### src/rtl/div_pkg.sv
// Shared definitions for the multi-cycle divider: state encoding and
// default sizing.
package div_pkg;

    // Default operand width and iteration counter width (must hold DIV_WIDTH).
    localparam int DIV_WIDTH = 32;
    localparam int DIV_CNT_W = 6;

    // Handshake levels as seen on start_i and ready_o.
    localparam logic DIV_START           = 1'b1;
    localparam logic DIV_STOP            = 1'b0;
    localparam logic DIV_RESULT_READY    = 1'b1;
    localparam logic DIV_RESULT_NOTREADY = 1'b0;

    // Divider control states.
    typedef enum logic [1:0] {
        DIV_FREE    = 2'b00,
        DIV_BY_ZERO = 2'b01,
        DIV_ON      = 2'b10,
        DIV_END     = 2'b11
    } div_state_e;

endpackage

### src/rtl/div.sv
// Multi-cycle integer divider for DIV/DIVU. Restoring shift-subtract, one
// quotient bit per clock. Returns {remainder, quotient} with ready_o and
// holds it until the requester drops start_i.
module div
    import div_pkg::*;
#(
    parameter int WIDTH = DIV_WIDTH,
    parameter int CNT_W = DIV_CNT_W
) (
    input  logic               clk,
    input  logic               rst,
    input  logic               signed_div_i,
    input  logic [WIDTH-1:0]   opdata1_i,
    input  logic [WIDTH-1:0]   opdata2_i,
    input  logic               start_i,
    input  logic               annul_i,
    output logic [2*WIDTH-1:0] result_o,
    output logic               ready_o
);

    div_state_e state_q, state_d;

    // Working register: remainder accumulates in [2W:W+1], quotient in [W-1:0].
    logic [2*WIDTH:0]   work_q;
    logic [WIDTH-1:0]   divisor_q;
    logic [CNT_W-1:0]   cnt_q;
    logic               neg_quot_q;
    logic               neg_rem_q;
    logic [2*WIDTH-1:0] result_q;
    logic               ready_q;

    // Control strobes decoded from the current state.
    logic load, step, fixup, abort, drop, hold, zero;

    logic [WIDTH-1:0] dividend_abs;
    logic [WIDTH-1:0] divisor_abs;
    logic [WIDTH:0]   diff;
    logic [WIDTH-1:0] quot_raw, rem_raw, quot_fix, rem_fix;

    // Operand magnitudes for loading, the trial subtraction and the sign fix-up.
    always_comb begin
        dividend_abs = (signed_div_i && opdata1_i[WIDTH-1]) ? -opdata1_i : opdata1_i;
        divisor_abs  = (signed_div_i && opdata2_i[WIDTH-1]) ? -opdata2_i : opdata2_i;
        diff         = {1'b0, work_q[2*WIDTH-1:WIDTH]} - {1'b0, divisor_q};
        quot_raw     = work_q[WIDTH-1:0];
        rem_raw      = work_q[2*WIDTH:WIDTH+1];
        quot_fix     = neg_quot_q ? -quot_raw : quot_raw;
        rem_fix      = neg_rem_q ? -rem_raw : rem_raw;
    end

    // State register.
    always_ff @(posedge clk or posedge rst) begin
        if (rst) state_q <= DIV_FREE;
        else     state_q <= state_d;
    end

    // Next-state and control strobe decode.
    always_comb begin
        // NOTE: every output of this block gets a default first, otherwise
        // any path that skips an assignment infers a latch.
        state_d = state_q;
        load    = 1'b0;
        step    = 1'b0;
        fixup   = 1'b0;
        abort   = 1'b0;
        drop    = 1'b0;
        hold    = 1'b0;
        zero    = 1'b0;
        unique case (state_q)
            DIV_FREE: begin
                if (start_i == DIV_START && !annul_i) begin
                    load    = 1'b1;
                    state_d = (opdata2_i == '0) ? DIV_BY_ZERO : DIV_ON;
                end
            end
            DIV_BY_ZERO: begin
                zero    = 1'b1;
                state_d = DIV_END;
            end
            DIV_ON: begin
                if (annul_i) begin
                    abort   = 1'b1;
                    state_d = DIV_FREE;
                end else if (cnt_q != CNT_W'(WIDTH)) begin
                    step = 1'b1;
                end else begin
                    fixup   = 1'b1;
                    state_d = DIV_END;
                end
            end
            DIV_END: begin
                if (start_i == DIV_STOP) begin
                    drop    = 1'b1;
                    state_d = DIV_FREE;
                end else begin
                    hold = 1'b1;
                end
            end
            default: state_d = DIV_FREE;
        endcase
    end

    // Datapath: operand capture, iteration, sign fix-up and output registers.
    always_ff @(posedge clk or posedge rst) begin
        // NOTE: the datapath is reset along with the FSM so that result_o
        // clears immediately on rst, even mid-operation.
        if (rst) begin
            work_q     <= '0;
            divisor_q  <= '0;
            cnt_q      <= '0;
            neg_quot_q <= 1'b0;
            neg_rem_q  <= 1'b0;
            result_q   <= '0;
            ready_q    <= DIV_RESULT_NOTREADY;
        end else begin
            // NOTE: non-blocking assignments so every register samples the
            // pre-edge values regardless of statement order.
            if (load) begin
                work_q     <= {{WIDTH{1'b0}}, dividend_abs, 1'b0};
                divisor_q  <= divisor_abs;
                cnt_q      <= '0;
                neg_quot_q <= signed_div_i & (opdata1_i[WIDTH-1] ^ opdata2_i[WIDTH-1]);
                neg_rem_q  <= signed_div_i & opdata1_i[WIDTH-1];
            end
            if (step) begin
                work_q <= diff[WIDTH] ? {work_q[2*WIDTH-1:0], 1'b0}
                                      : {diff[WIDTH-1:0], work_q[WIDTH-1:0], 1'b1};
                cnt_q  <= cnt_q + CNT_W'(1);
            end
            if (abort) begin
                cnt_q    <= '0;
                result_q <= '0;
                ready_q  <= DIV_RESULT_NOTREADY;
            end
            if (zero) begin
                result_q <= '0;
            end
            if (fixup) begin
                cnt_q    <= '0;
                result_q <= {rem_fix, quot_fix};
                ready_q  <= DIV_RESULT_READY;
            end
            if (hold) begin
                ready_q <= DIV_RESULT_READY;
            end
            if (drop) begin
                result_q <= '0;
                ready_q  <= DIV_RESULT_NOTREADY;
            end
        end
    end

    assign result_o = result_q;
    assign ready_o  = ready_q;

endmodule

### config.mk
export PLATFORM = sky130hd
export DESIGN_NAME = div
export DESIGN_NICKNAME = d
export VERILOG_FILES = /design/src/rtl/div_pkg.sv /design/src/rtl/div.sv
export SDC_FILE = /design/constraint.sdc
export NUM_CORES = 1
export LEC_CHECK = 0
export ABC_AREA = 1
export ABC_CLOCK_PERIOD_IN_PS = 8600
export BUFFER_PORTS_ARGS = -buffer_cell sky130_fd_sc_hd__buf_2
export CAP_MARGIN = 20
export CORE_MARGIN = 2
export CORE_UTILIZATION = 32
export CTS_CLUSTER_SIZE = 12
export DETAILED_ROUTE_END_ITERATION = 12
export PLACE_DENSITY = 0.45
export SLEW_MARGIN = 40
export SYNTH_ARGS = -nofsm -noshare
export SYNTH_HDL_FRONTEND = slang
export SYNTH_SLANG_ARGS = --single-unit
### constraint.sdc
create_clock -name clk -period 8.6 [get_ports clk]
set_input_delay 2.15 -clock clk [delete_from_list [all_inputs] [get_ports clk]]
set_output_delay 2.15 -clock clk [all_outputs]
set_load 0.005 [all_outputs]
* Yosys cells after proc, flatten, opt, wreduce, memory -nomap -nowiden
Index checks and enable logic that the tools add are counted.
** Operators by class
- Order comparisons :: 0
- Shift operators :: 0
- Add/subtract/negate cells :: 6
- Bitwise gates (word level) :: 3
- Multiply operators :: 0
- Eq/ne operators :: 7
- Multiplexer cells :: 40
- Reduce and logical (&&, ||, !) cells :: 11
- Divide/modulo/power cells :: 0
** Operators by type and width (count)
- two-way mux 64 bit :: 4
- two-way mux 65 bit :: 3
- two-way mux 32 bit :: 4
- negator 32 bit :: 4
- subtractor 32 x 32 -> 33 bit :: 1
- zero test 32 bit :: 1
- two-way mux 6 bit :: 4
- two-way mux 1 bit :: 19
- nonzero test 4 bit :: 3
- two-way mux 2 bit :: 5
- case mux 2 bit (4 select lines) :: 1
- adder 6 x 1 -> 6 bit, second input constant :: 1
- != test 6 bit, second input constant :: 1
- equality test 2 bit, second input constant :: 2
- != test 2 bit, second input constant :: 2
- logical AND 1 bit :: 3
- != test 3 bit, second input constant :: 1
- AND reduction 3 bit :: 1
- AND 1 bit :: 2
- equality test 2 x 1 -> 1 bit, second input constant :: 1
- zero test 2 bit :: 1
- nonzero test 2 bit :: 1
- zero test 1 bit :: 1
- bitwise XOR 1 bit :: 1
** Word-level totals
- Output and inout port bits :: 65
- Bits in registers :: 172
- Bits in latches :: 0
- Bits in writable memories :: 0
- ROM bits :: 0
- Input bits :: 69
- Logic and storage cells :: 75
- Memories kept :: 0

* Depth between registers and ports, before layout
- Depth after elaboration :: 8
- Depth in mapped cells :: 17
- Depth with buffers taken out :: 16

* Worst setup path after synthesis
Ideal clock, no wire load.
- Kind :: input port to flip-flop
- From :: in opdata2_i[0]
- To :: reg divisor_q[12]
- Arrival time :: 3.399 ns
- Stages :: 12
- Required time :: 8.474 ns
- Path buffers :: 0
- Slack :: 5.074 ns
- Library setup time :: 0.126 ns
- Cells stage by stage :: inv_1 > ha_1 > inv_1 > nor3_1 > inv_1 > nor2_1 > nand2_1 > nand2_1 > o21ai_1 > or2_0 > nand3_1 > o21ai_1
** On the way
- Cells in the longest elaborated chain, start to end :: 2
** RTL lines
- start: declaration :: line div.sv:14 : input logic [WIDTH-1:0] opdata2_i,
- negator 32 bit :: line div.sv:43 : divisor_abs = (signed_div_i && opdata2_i[WIDTH-1]) ? -opdata2_i : opdata2_i;
- two-way mux 32 bit :: line div.sv:43
- end signal: assignment :: line div.sv:120 : divisor_q <= divisor_abs;
- end: declaration :: line div.sv:25 : logic [WIDTH-1:0] divisor_q;
Every way passes these cells.
A chain may end at the register's enable or synchronous reset.

* Worst setup path after layout
- From :: in annul_i
- To :: reg work_q[10]
** On the way
- Cells in the longest elaborated chain, start to end :: 5
- Elaborated cells on any way between the ends :: 8
- Those cells by class :: mux: 5; reduce/logical: 3
** RTL lines
- start: declaration :: line div.sv:16 : input logic annul_i,
- zero test 1 bit :: line div.sv:71 : if (start_i == DIV_START && !annul_i) begin
- logical AND 1 bit :: line div.sv:71
- two-way mux 1 bit :: line div.sv:71
- two-way mux 1 bit :: line div.sv:69 : unique case (state_q)
- nonzero test 2 bit (no source line)
- end signal: assignment :: line div.sv:119 : work_q <= {{WIDTH{1'b0}}, dividend_abs, 1'b0};
- end signal: assignment :: line div.sv:126 : work_q <= diff[WIDTH] ? {work_q[2*WIDTH-1:0], 1'b0}
- end: declaration :: line div.sv:24 : logic [2*WIDTH:0] work_q;
Several ways; a longest one is shown, not always the timed one.

==> metrics.md <==
| Metric | Value |
|---|---|
| Status | complete, no violations |
| Final Power | 5.42 mW |
| N_diodes | 0 |
| First-pass GRT wire length | 75.2 mm |
| Full die area | 43400 um^2 |
| Postcts setup bufs | 0 |
| Synthesized net count | 2227 |
| Initial DRT Pass Iterations | 5 |
| Num CTS Buffers | 17 |
| Worst slack, placed | 3.74 ns |
| # DRC | 0 |
| Mean Syn Cell Area | 6.30 um^2 |
| Leak Pwr | 8.12 nW |
| Max-slew headroom | 0.509 |
| Grt total ovfl | 0 |
| Max-cap violations | 0 |
| Core area | 41000 um^2 |
| Crit-path max FO | 54 |
| Post-route ant nets | 0 |
| Die width | 208 um |
| Top delay family on crit path | buffers and inverters |
| IO Pins | 134 |
| RSZ-0062 raised after global routing | no |
| CP max-delay cell | nand2_1 |
| Cells after Synth | 2118 |
| Total Routing Usage GR | 0.223 |
| TritonCTS Sinks | 172 |
| Synthesis Warnings | 0 |
| CTS Hold Bufs | 0 |
| Routed length per instance | 17.2 um |
| Worst slew pin tran | 0.737 ns |
| Post-DR vias/cell | 4.91 |
| Mapped Area | 13300 um^2 |
| Async SR Flop Fraction | 1.00 |
| Initial Utilization | 0.325 |
| PnR worst setup slack | 4.23 ns |
| Layout Skew | 0.0157 ns |
| Number of synthesized flops with an enable pin | 0 |
| Initial antenna violation count | 0 |
| DP Area | 14500 um^2 |
| Clock latency reported for the late side of the worst-skew pair | 0.46 ns |
| Finished Layout Cells | 2766 |
| Vias in the first global route | 13300 |
| Worst setup EP type | flip-flop |
| Clock Path Buffers | 2 |
| I/O Buffers | 133 |
| CP Class | in -> reg |
| Fin. max-slew vios | 0 |
| Yosys reg bits | 172 |
| Final Setup Violations | 0 |
| RePlAce Congestion | 0.904 |
| Worst path bufs/invs | 4 |
| Num rows | 74 |
| Setup_tns | 0 ns |
| Cell repeated most along the worst path | buf_4 |
| Total number of vias | 13600 |
| Reg2reg setup slack | 5.34 ns |
| Clk pin slew, worst setup/hold paths | 0.07 ns |
| Fin crit share | 0.508 |
| Area added between synthesis and finish | 13.4% |
| Arrival @ worst endpoint | 4.70 ns |
| Ys flop type | dfrtp_1 |
| Final hold violation count | 0 |
| Layout cells sized above 1 | 0.0962 |
| Total wire length | 47.5 mm |
| Min cycle time layout | 4.37 ns |
| CTS tree | done |
| Final Instance Area | 15100 um^2 |
| Critical-path cell list | buf_2, nor3_4, buf_4, inv_4, nand2_1, buf_4, o21ai_0, o21bai_1 |
| Post-CTS Resized | 0 |
| Nets | 2330 |
| Largest net degree at the start of global routing | 85 |
| Max stage delay on crit path | 0.61 ns |
| Min-delay worst type | reg -> reg |
| DRT iter0 DRCs | 765 |
| Fmax | 0.229 GHz |
| PD cells | 358 nW/um^2 |
| Worst Path Required | 8.92 ns |
| Crit path launch type | primary input |
| Root buf cell | clkbuf_16 |
| Peak VDD IR | 144 uV |
| Synth cell types | 48 |
| Placed cell count | 2734 |
| Die Y-Extent | 208 um |
| DPL Wire Length | 37.9 mm |
| H-tree depth | 4 |
| Post-synthesis sequential area ratio | 0.322 |
==> worst reg2reg max path, delay by kind of cell (launching register included) <==
family | cells | cell delay [ns]
buffers and inverters | 4 | 1.40
AND/OR/NAND/NOR | 3 | 1.04
flip-flops | 1 | 0.44
AO/OA/AOI/OAI | 2 | 0.26
==> final cells by class <==
class / instances / area [um^2]
clock buffers: 18 / 429
clock inverters: 14 / 231
fillers: 4605 / 25900
inverters: 332 / 1260
multi-input cells: 1555 / 7500
flip-flops and latches: 172 / 4300
well taps: 532 / 666
repair buffers: 143 / 741
==> cells in the mapped netlist, types with 2 or more instances <==
library cell  number  area, um^2
and2_1             3        18.8
nor3_2             3        30.0
buf_4              4        30.0
dfrtp_1          172        4300
o21ai_1           15        75.1
nor2_1           179         672
buf_6              4        45.0
o21bai_1           9        67.6
clkbuf_1          24        90.1
nor3_1            27         135
ha_1              39         488
xnor2_1           19         166
nor2_4             2        22.5
inv_1            319        1200
buf_2             26         130
a21oi_1           50         250
a21o_1             4        30.0
nand4_1           23         144
inv_2             11        41.3
o211ai_1           7        52.6
nor2_2             9        56.3
nand3_1          238        1190
nand2_2            5        31.3
o221ai_1          14         123
o21ai_0          118         591
nor4_1             3        18.8
a31oi_1            6        37.5
and3_1             2        12.5
nand3b_1           3        22.5
a32o_1             2        20.0
nand2_1          705        2650
xor2_1            43         377
o22ai_1           15        93.8
==> power by group <==
part           internal (mW)  switching (mW)  leakage, nW
Combinational           1.01            2.24         5.55
Sequential              1.03           0.251         2.26
Clock                  0.523           0.367        0.309
==> cells by family after synthesis <==
kind of cell / Yosys count / share of synthesized area
AOI/OAI and AO/OA: 245 / 0.103
xor gates and xnor gates: 62 / 0.0407
buffers and inverters: 391 / 0.116
and+or+nand+nor: 1208 / 0.379
DFF: 172 / 0.322
adders and majority gates: 40 / 0.0381
==> placed cells by master (no fill, tap or decap), drive strengths merged <==
master	netlist	routed
o21bai	9	9
buf	35	143
a21oi	51	51
o31ai	1	1
o21ai	133	133
and2	3	3
clkinv	1	2
o41ai	1	1
or2	2	2
nor2	190	190
a31oi	6	6
o211ai	7	7
bufinv	0	5
a32o	2	2
and3	2	2
inv	331	335
nor3	31	31
xor2	43	43
ha	39	39
fa	1	1
o221ai	14	14
o21a	1	1
dfrtp	172	172
a31o	1	1
xnor2	19	19
a21o	4	4
clkbuf	24	18
nor4	3	3
o22ai	15	15
nand4	24	24
nand3b	3	3
nand3	239	239
nand2	711	711
clkinvlp	0	4
==> final timing paths <==
kind                            depth (start not counted)                      from                       end
worst max-delay path                                    8                   annul_i    work_q[10]$_DFFE_PP0P_
worst min-delay path                                    2  result_o[59]$_DFFE_PP0P_  result_o[59]$_DFFE_PP0P_
worst max register to register                          9    state_q[0]$_DFFE_PP0P_    work_q[10]$_DFFE_PP0P_
worst min register to register                          2  result_o[59]$_DFFE_PP0P_  result_o[59]$_DFFE_PP0P_
max in group asynchronous                               3                       rst   result_o[1]$_DFFE_PP0P_
min in group asynchronous                               2                       rst    state_q[1]$_DFFE_PP0P_
==> routing by layer <==
metal | wire [um] | part of all wire | vias up | GRT usage
met4 | 1460 | 0.031 | 0 | 0.0819
met5 | 0 | 0 | - | 0
met3 | 1690 | 0.036 | 65 | 0.0315
met2 | 22600 | 0.48 | 294 | 0.375
met1 | 21700 | 0.46 | 6297 | 0.291
li1 | - | - | 6929 | -
==> per-stage QoR <==
| step | util | hold WS (ns) |
|---|---|---|
| floorplan | - | 0.449 |
| global placement | 0.353 | 0.460 |
| detailed placement | 0.353 | 0.463 |
| CTS | 0.369 | 0.482 |
| global route | 0.369 | 0.511 |
| finish | 0.369 | 0.476 |
==> state kept, by name (all words and copies together) (netlist names) <==
| name | cells |
|---|---|
| cnt_q | 6 |
| divisor_q | 32 |
| neg_quot_q | 1 |
| neg_rem_q | 1 |
| ready_o | 1 |
| result_o | 64 |
| state_q | 2 |
| work_q | 65 |
No activity file was read; power rests on OpenSTA's default activity.
